**src/rtl/arb_pkg.sv**
```systemverilog
// Shared types and default sizing for the round-robin grant arbiter.
package arb_pkg;

    // Default number of requesters sharing the resource
    localparam int unsigned ARB_N_REQ_DEF    = 4;
    // Default grant-hold limit before a forced revoke (timeout build only)
    localparam int unsigned ARB_MAX_HOLD_DEF = 16;

    // Arbiter control states
    typedef enum logic {
        ARB_IDLE  = 1'b0,
        ARB_GRANT = 1'b1
    } arb_state_e;

endpackage : arb_pkg

```
**src/rtl/rr_pick.sv**
```systemverilog
// Rotated priority encoder: first asserted request strictly after 'last',
// wrapping around. Built as a masked priority encode over a doubled request
// vector so the wrap needs no special case.
module rr_pick #(
    parameter int unsigned N_REQ = 4,
    parameter int unsigned IDX_W = $clog2(N_REQ)
) (
    input  logic [N_REQ-1:0] req,
    input  logic [IDX_W-1:0] last,
    output logic [IDX_W-1:0] pick_idx,
    output logic             pick_valid
);

    localparam int unsigned DW = 2 * N_REQ;
    localparam int          NI = int'(N_REQ);

    logic [DW-1:0] w_dbl;
    logic [DW-1:0] w_mask;
    logic [DW-1:0] w_cand;

    // Window the doubled vector to positions last+1 .. last+N_REQ
    always_comb begin
        w_dbl  = {req, req};
        w_mask = '0;
        for (int i = 0; i < int'(DW); i++) begin
            w_mask[i] = (i > int'(last)) && (i <= int'(last) + NI);
        end
        w_cand = w_dbl & w_mask;
    end

    // Lowest set candidate wins; fold the upper half back onto 0..N_REQ-1
    always_comb begin
        pick_idx   = '0;
        pick_valid = |req;
        for (int i = int'(DW) - 1; i >= 0; i--) begin
            if (w_cand[i]) begin
                pick_idx = (i >= NI) ? IDX_W'(i - NI) : IDX_W'(i);
            end
        end
    end

endmodule : rr_pick

```
**src/rtl/rr_grant_arbiter.sv**
```systemverilog
// Round-robin grant arbiter with registered one-hot grant held until the
// winner drops its request. Optional forced revoke after MAX_HOLD cycles
// is compiled in with the ARB_HOLD_TIMEOUT_EN macro.
module rr_grant_arbiter
    import arb_pkg::*;
#(
    parameter int unsigned N_REQ    = ARB_N_REQ_DEF,
    parameter int unsigned IDX_W    = $clog2(N_REQ),
    parameter int unsigned MAX_HOLD = ARB_MAX_HOLD_DEF
) (
    input  logic             clk,
    input  logic             rst_n,
    input  logic             enable,
    input  logic [N_REQ-1:0] req,
    output logic [N_REQ-1:0] grant,
    output logic [IDX_W-1:0] grant_idx,
    output logic             grant_valid,
    output logic             timeout
);

    // Elaboration-time parameter sanity
    if (N_REQ < 2 || N_REQ > 16) begin : g_bad_n_req
        $error("rr_grant_arbiter: N_REQ must be in 2..16");
    end
    if (MAX_HOLD < 2) begin : g_bad_max_hold
        $error("rr_grant_arbiter: MAX_HOLD must be >= 2");
    end

    arb_state_e       r_state;
    logic [N_REQ-1:0] r_grant;
    logic [IDX_W-1:0] r_grant_idx;
    logic             r_grant_valid;
    logic             r_timeout;
    logic [IDX_W-1:0] r_last;

    logic [IDX_W-1:0] w_pick_idx;
    logic             w_pick_valid;
    logic [N_REQ-1:0] w_pick_onehot;
    logic             w_holder_req;
    logic             w_load;
    logic             w_expire;

    rr_pick #(
        .N_REQ (N_REQ),
        .IDX_W (IDX_W)
    ) u_pick (
        .req        (req),
        .last       (r_last),
        .pick_idx   (w_pick_idx),
        .pick_valid (w_pick_valid)
    );

    assign w_pick_onehot = {{(N_REQ-1){1'b0}}, 1'b1} << w_pick_idx;
    assign w_holder_req  = req[r_grant_idx];

    // A new grant is taken from IDLE or on the holder's release cycle
    assign w_load = enable && w_pick_valid &&
                    ((r_state == ARB_IDLE) ||
                     ((r_state == ARB_GRANT) && !w_holder_req));

`ifdef ARB_HOLD_TIMEOUT_EN
    localparam int unsigned HOLD_W = $clog2(MAX_HOLD);

    logic [HOLD_W-1:0] r_hold;

    assign w_expire = (r_state == ARB_GRANT) && w_holder_req &&
                      (r_hold == HOLD_W'(MAX_HOLD - 1));

    // Hold counter: cleared on each new grant, counts cycles the holder keeps it
    always_ff @(posedge clk or negedge rst_n) begin
        if (!rst_n) begin
            r_hold <= '0;
        end else if (w_load) begin
            r_hold <= '0;
        end else if ((r_state == ARB_GRANT) && w_holder_req && !w_expire) begin
            r_hold <= r_hold + HOLD_W'(1);
        end
    end
`else
    assign w_expire = 1'b0;
`endif

    // Arbiter state, grant registers and round-robin pointer
    always_ff @(posedge clk or negedge rst_n) begin
        if (!rst_n) begin
            r_state       <= ARB_IDLE;
            r_grant       <= '0;
            r_grant_idx   <= '0;
            r_grant_valid <= 1'b0;
            r_timeout     <= 1'b0;
            r_last        <= IDX_W'(N_REQ - 1);
        end else begin
            r_timeout <= w_expire;
            if (w_load) begin
                r_state       <= ARB_GRANT;
                r_grant       <= w_pick_onehot;
                r_grant_idx   <= w_pick_idx;
                r_grant_valid <= 1'b1;
                r_last        <= w_pick_idx;
            end else begin
                case (r_state)
                    ARB_IDLE: begin
                        r_grant       <= '0;
                        r_grant_valid <= 1'b0;
                    end
                    ARB_GRANT: begin
                        // Release with nothing to hand over, or forced revoke
                        if (!w_holder_req || w_expire) begin
                            r_state       <= ARB_IDLE;
                            r_grant       <= '0;
                            r_grant_valid <= 1'b0;
                        end
                    end
                    default: begin
                        r_state       <= ARB_IDLE;
                        r_grant       <= '0;
                        r_grant_valid <= 1'b0;
                    end
                endcase
            end
        end
    end

    assign grant       = r_grant;
    assign grant_idx   = r_grant_idx;
    assign grant_valid = r_grant_valid;
    assign timeout     = r_timeout;

endmodule : rr_grant_arbiter
```
**config.mk**
```make
export PLATFORM = sky130hd
export DESIGN_NAME = rr_grant_arbiter
export DESIGN_NICKNAME = d
export VERILOG_FILES = /design/src/rtl/arb_pkg.sv /design/src/rtl/rr_pick.sv /design/src/rtl/rr_grant_arbiter.sv
export SDC_FILE = /design/constraint.sdc
export NUM_CORES = 1
export LEC_CHECK = 0
export ABC_AREA = 1
export BUFFER_PORTS_ARGS = -buffer_cell sky130_fd_sc_hd__buf_4
export CAP_MARGIN = 20
export CORE_MARGIN = 4
export CORE_UTILIZATION = 40
export DETAILED_ROUTE_END_ITERATION = 12
export GPL_ROUTABILITY_DRIVEN = 0
export GPL_TIMING_DRIVEN = 1
export PLACE_DENSITY_LB_ADDON = 0.05
export SLEW_MARGIN = 20
export SYNTH_ARGS = -nofsm -noshare
export SYNTH_HDL_FRONTEND = slang
export SYNTH_HIERARCHICAL = 1
export SYNTH_SLANG_ARGS = --single-unit
export TNS_END_PERCENT = 50
```
**constraint.sdc**
```tcl
create_clock -name clk -period 2.3 [get_ports clk]
set_input_delay 0.46 -clock clk [delete_from_list [all_inputs] [get_ports clk]]
set_output_delay 0.46 -clock clk [all_outputs]
set_load 0.05 [all_outputs]
```
==> metrics.md <==
| Metric | Value |
|---|---|
| Worst-case clock buffer depth | `2` |
| Power per cell area | `1500 mW/mm^2` |
| Synth top area cells | `dfrtp_1, nand2_1, nand3_1` |
| Metal-1 WL | `622 um` |
| Static leakage | `0.443 nW` |
| Remaining Overflow, GRT | `0` |
| DRT Pass-1 Iters | `4` |
| Drt drc | `0` |
| Highest routed metal layer | `met4` |
| Critical Path Fanout Max | `4` |
| Initial antenna violation count | `0` |
| # clock sinks | `10` |
| Syn_area_per_cell | `7.13 um^2` |
| Async set or reset register ratio after synthesis | `1.00` |
| Avg WL per Cell | `11.0 um` |
| Area fraction of the dominant cell type after synthesis | `0.338` |
| Rows | `13` |
| Pwr Total | `1.11 mW` |
| Hpwl dp | `985 um` |
| Cell variety after synth | `14` |
| H-tree Lvls | `1` |
| Area grow syn2layout | `24.5%` |
| Mapped Area | `592 um^2` |
| DIE AREA | `0.00216 mm^2` |
| Reg clk slew, reported paths | `70 ps` |
| Post-Syn Instances | `83` |
| Yosys warnings | `6` |
| Most frequent cell after synthesis | `nand2_1` |
| Unrepaired setup endpoints after global routing | `no` |
| Setup CP Type | `reg2reg` |
| CP Launch Type | `flip-flop` |
| R2R cell count | `11` |
| Top post-synthesis cells by count | `nand2_1, nand3_1, inv_1, dfrtp_1` |
| Fin nets | `107` |
| ANT cells | `0` |
| # hold bufs at CTS | `0` |
| Fin cells | `114` |
| Core area | `0.00135 mm^2` |
| Synth area leader | `dfrtp_1` |
| Vias per cell | `4.69` |
| Final Skew | `0.554 ps` |
| Arr. time, crit path | `1600 ps` |
| Initial Util | `0.438` |
| Sequential area share after synthesis | `0.427` |
| Period utilization | `0.608` |
| EDFF count, synth | `0` |
| Post-DRT Antenna Nets | `0` |
| CTS tree | `done` |
| Slew Viols, Final | `0` |
| TritonCTS buffer count | `3` |
| Hold WC Path Type | `in2async` |
| First DRT Iteration DRCs | `13` |
| Post_cts resized | `0` |
| Gr usage total | `0.146` |
| Clock root cell | `clkbuf_4` |
| MaxCap Viol Count | `0` |
| I/O pin count | `15` |
| Vias post-DR | `535` |
| Fmax | `715 MHz` |
| Ys flop type | `dfrtp_1` |
| Largest net degree at the start of global routing | `11` |
| Final hold violation count | `0` |
| IO buf count | `13` |
| Clk Latency, worst-skew pair | `260 ps` |
| WP data required | `2500 ps` |
| Dpl cells | `110` |
| Vias in the first global route | `517` |
| Endpoints failing setup | `0` |
| Crit path time final | `1400 ps` |
| Outcome | `complete, no violations` |
| Synth Net Count | `90` |
| Die X | `46.5 um` |
| Met2 wire length | `565 um` |
| Metal3 WL | `49 um` |
| First-pass GRT wire length | `2170 um` |
| Setup repair bufs after CTS | `0` |
| Maximum VDD drop | `0.510 mV` |
| Synthesis-stage register bit count | `10` |
| Share of post-route cells with drive strength above 1 | `0.263` |
| Crit end category | `flip-flop` |
| DRT Wirelength | `1260 um` |
| Setup TNS Final | `0 ps` |
| Die Height | `46.5 um` |
[worst max-delay path, stage by stage, from the launching register on]
cell and delay, ps:
dfstp_2 570, nand2_1 80, inv_1 60, nand2_1 40, nand2_1 50, nand2_1 50
nand2_1 60, nand2_1 100, inv_1 90, nand2_1 40, nand3b_1 150, nand2_1 60
[cell type report]
class | count | area [um^2]
Sequential cell | 10 | 253
Fill cell | 143 | 613
Timing Repair Buffer | 13 | 97.6
Multi-Input combinational cell | 58 | 279
Tap cell | 15 | 18.8
Clock buffer | 4 | 36.3
Inverter | 14 | 52.6
[cell families (layout without fill, tap and decap cells)]
logic type / after synthesis / count (layout) / share of synthesized area
AOI/OAI and AO/OA: 1 / 1 / 0.00845
buffers and inverters: 15 / 31 / 0.101
DFF: 10 / 10 / 0.427
other: 1 / 1 / 0.00634
and+or+nand+nor: 56 / 56 / 0.457
[through the flow]
stage	hold slack [ps]	utilization	cell area (um^2)	setup WS [ps]
CTS	2.45	0.546	737	892
global route	1.09	0.546	737	717
finish	8.87	0.546	737	901
detailed placement	294	0.519	701	882
floorplan	164	-	592	929
global placement	293	0.519	701	927
[routing by layer]
| metal | track usage | vias to the layer above |
|---|---|---|
| met1 | 0.187 | 237 |
| met2 | 0.220 | 10 |
| met4 | 0.0852 | 0 |
| li1 | - | 286 |
| met5 | 0 | - |
| met3 | 0.0352 | 2 |
[power by group]
group	total [mW]	switching (mW)	internal, mW
clock network	0.158	0.0621	0.0961
logic	0.610	0.424	0.185
registers	0.338	0.0712	0.267
total	1.11	0.558	0.548
[flip-flops by register name, summed over array words and instances, names as in the netlist]
name / flops
r_state: 1
r_last: 2
grant: 4
grant_valid: 1
grant_idx: 2
[worst paths after layout]
| check | start | end | slack [ps] |
|---|---|---|---|
| worst max register to register | r_last[1]$_DFFE_PN1P_ | grant[2]$_DFFE_PN0P_ | 900 |
| max in group asynchronous | rst_n | r_last[0]$_DFFE_PN1P_ | 2070 |
| worst min register to register | r_last[0]$_DFFE_PN1P_ | r_last[0]$_DFFE_PN1P_ | 480 |
| worst max-delay path | r_last[1]$_DFFE_PN1P_ | grant[2]$_DFFE_PN0P_ | 900 |
| min in group clk | enable | r_state$_DFF_PN0_ | 440 |
| worst min-delay path | rst_n | grant_idx[0]$_DFFE_PN0P_ | 9 |
[layout by cell type (no fill, tap or decap), drive strengths merged]
| cell type | count |
|---|---|
| o21ai | 1 |
| clkinv | 1 |
| clkbuf | 4 |
| nor2 | 3 |
| dfstp | 2 |
| nand3b | 2 |
| buf | 13 |
| inv | 13 |
| nand2 | 35 |
| conb | 1 |
| nand3 | 16 |
| dfrtp | 8 |
(Power assumes the default switching activity.)
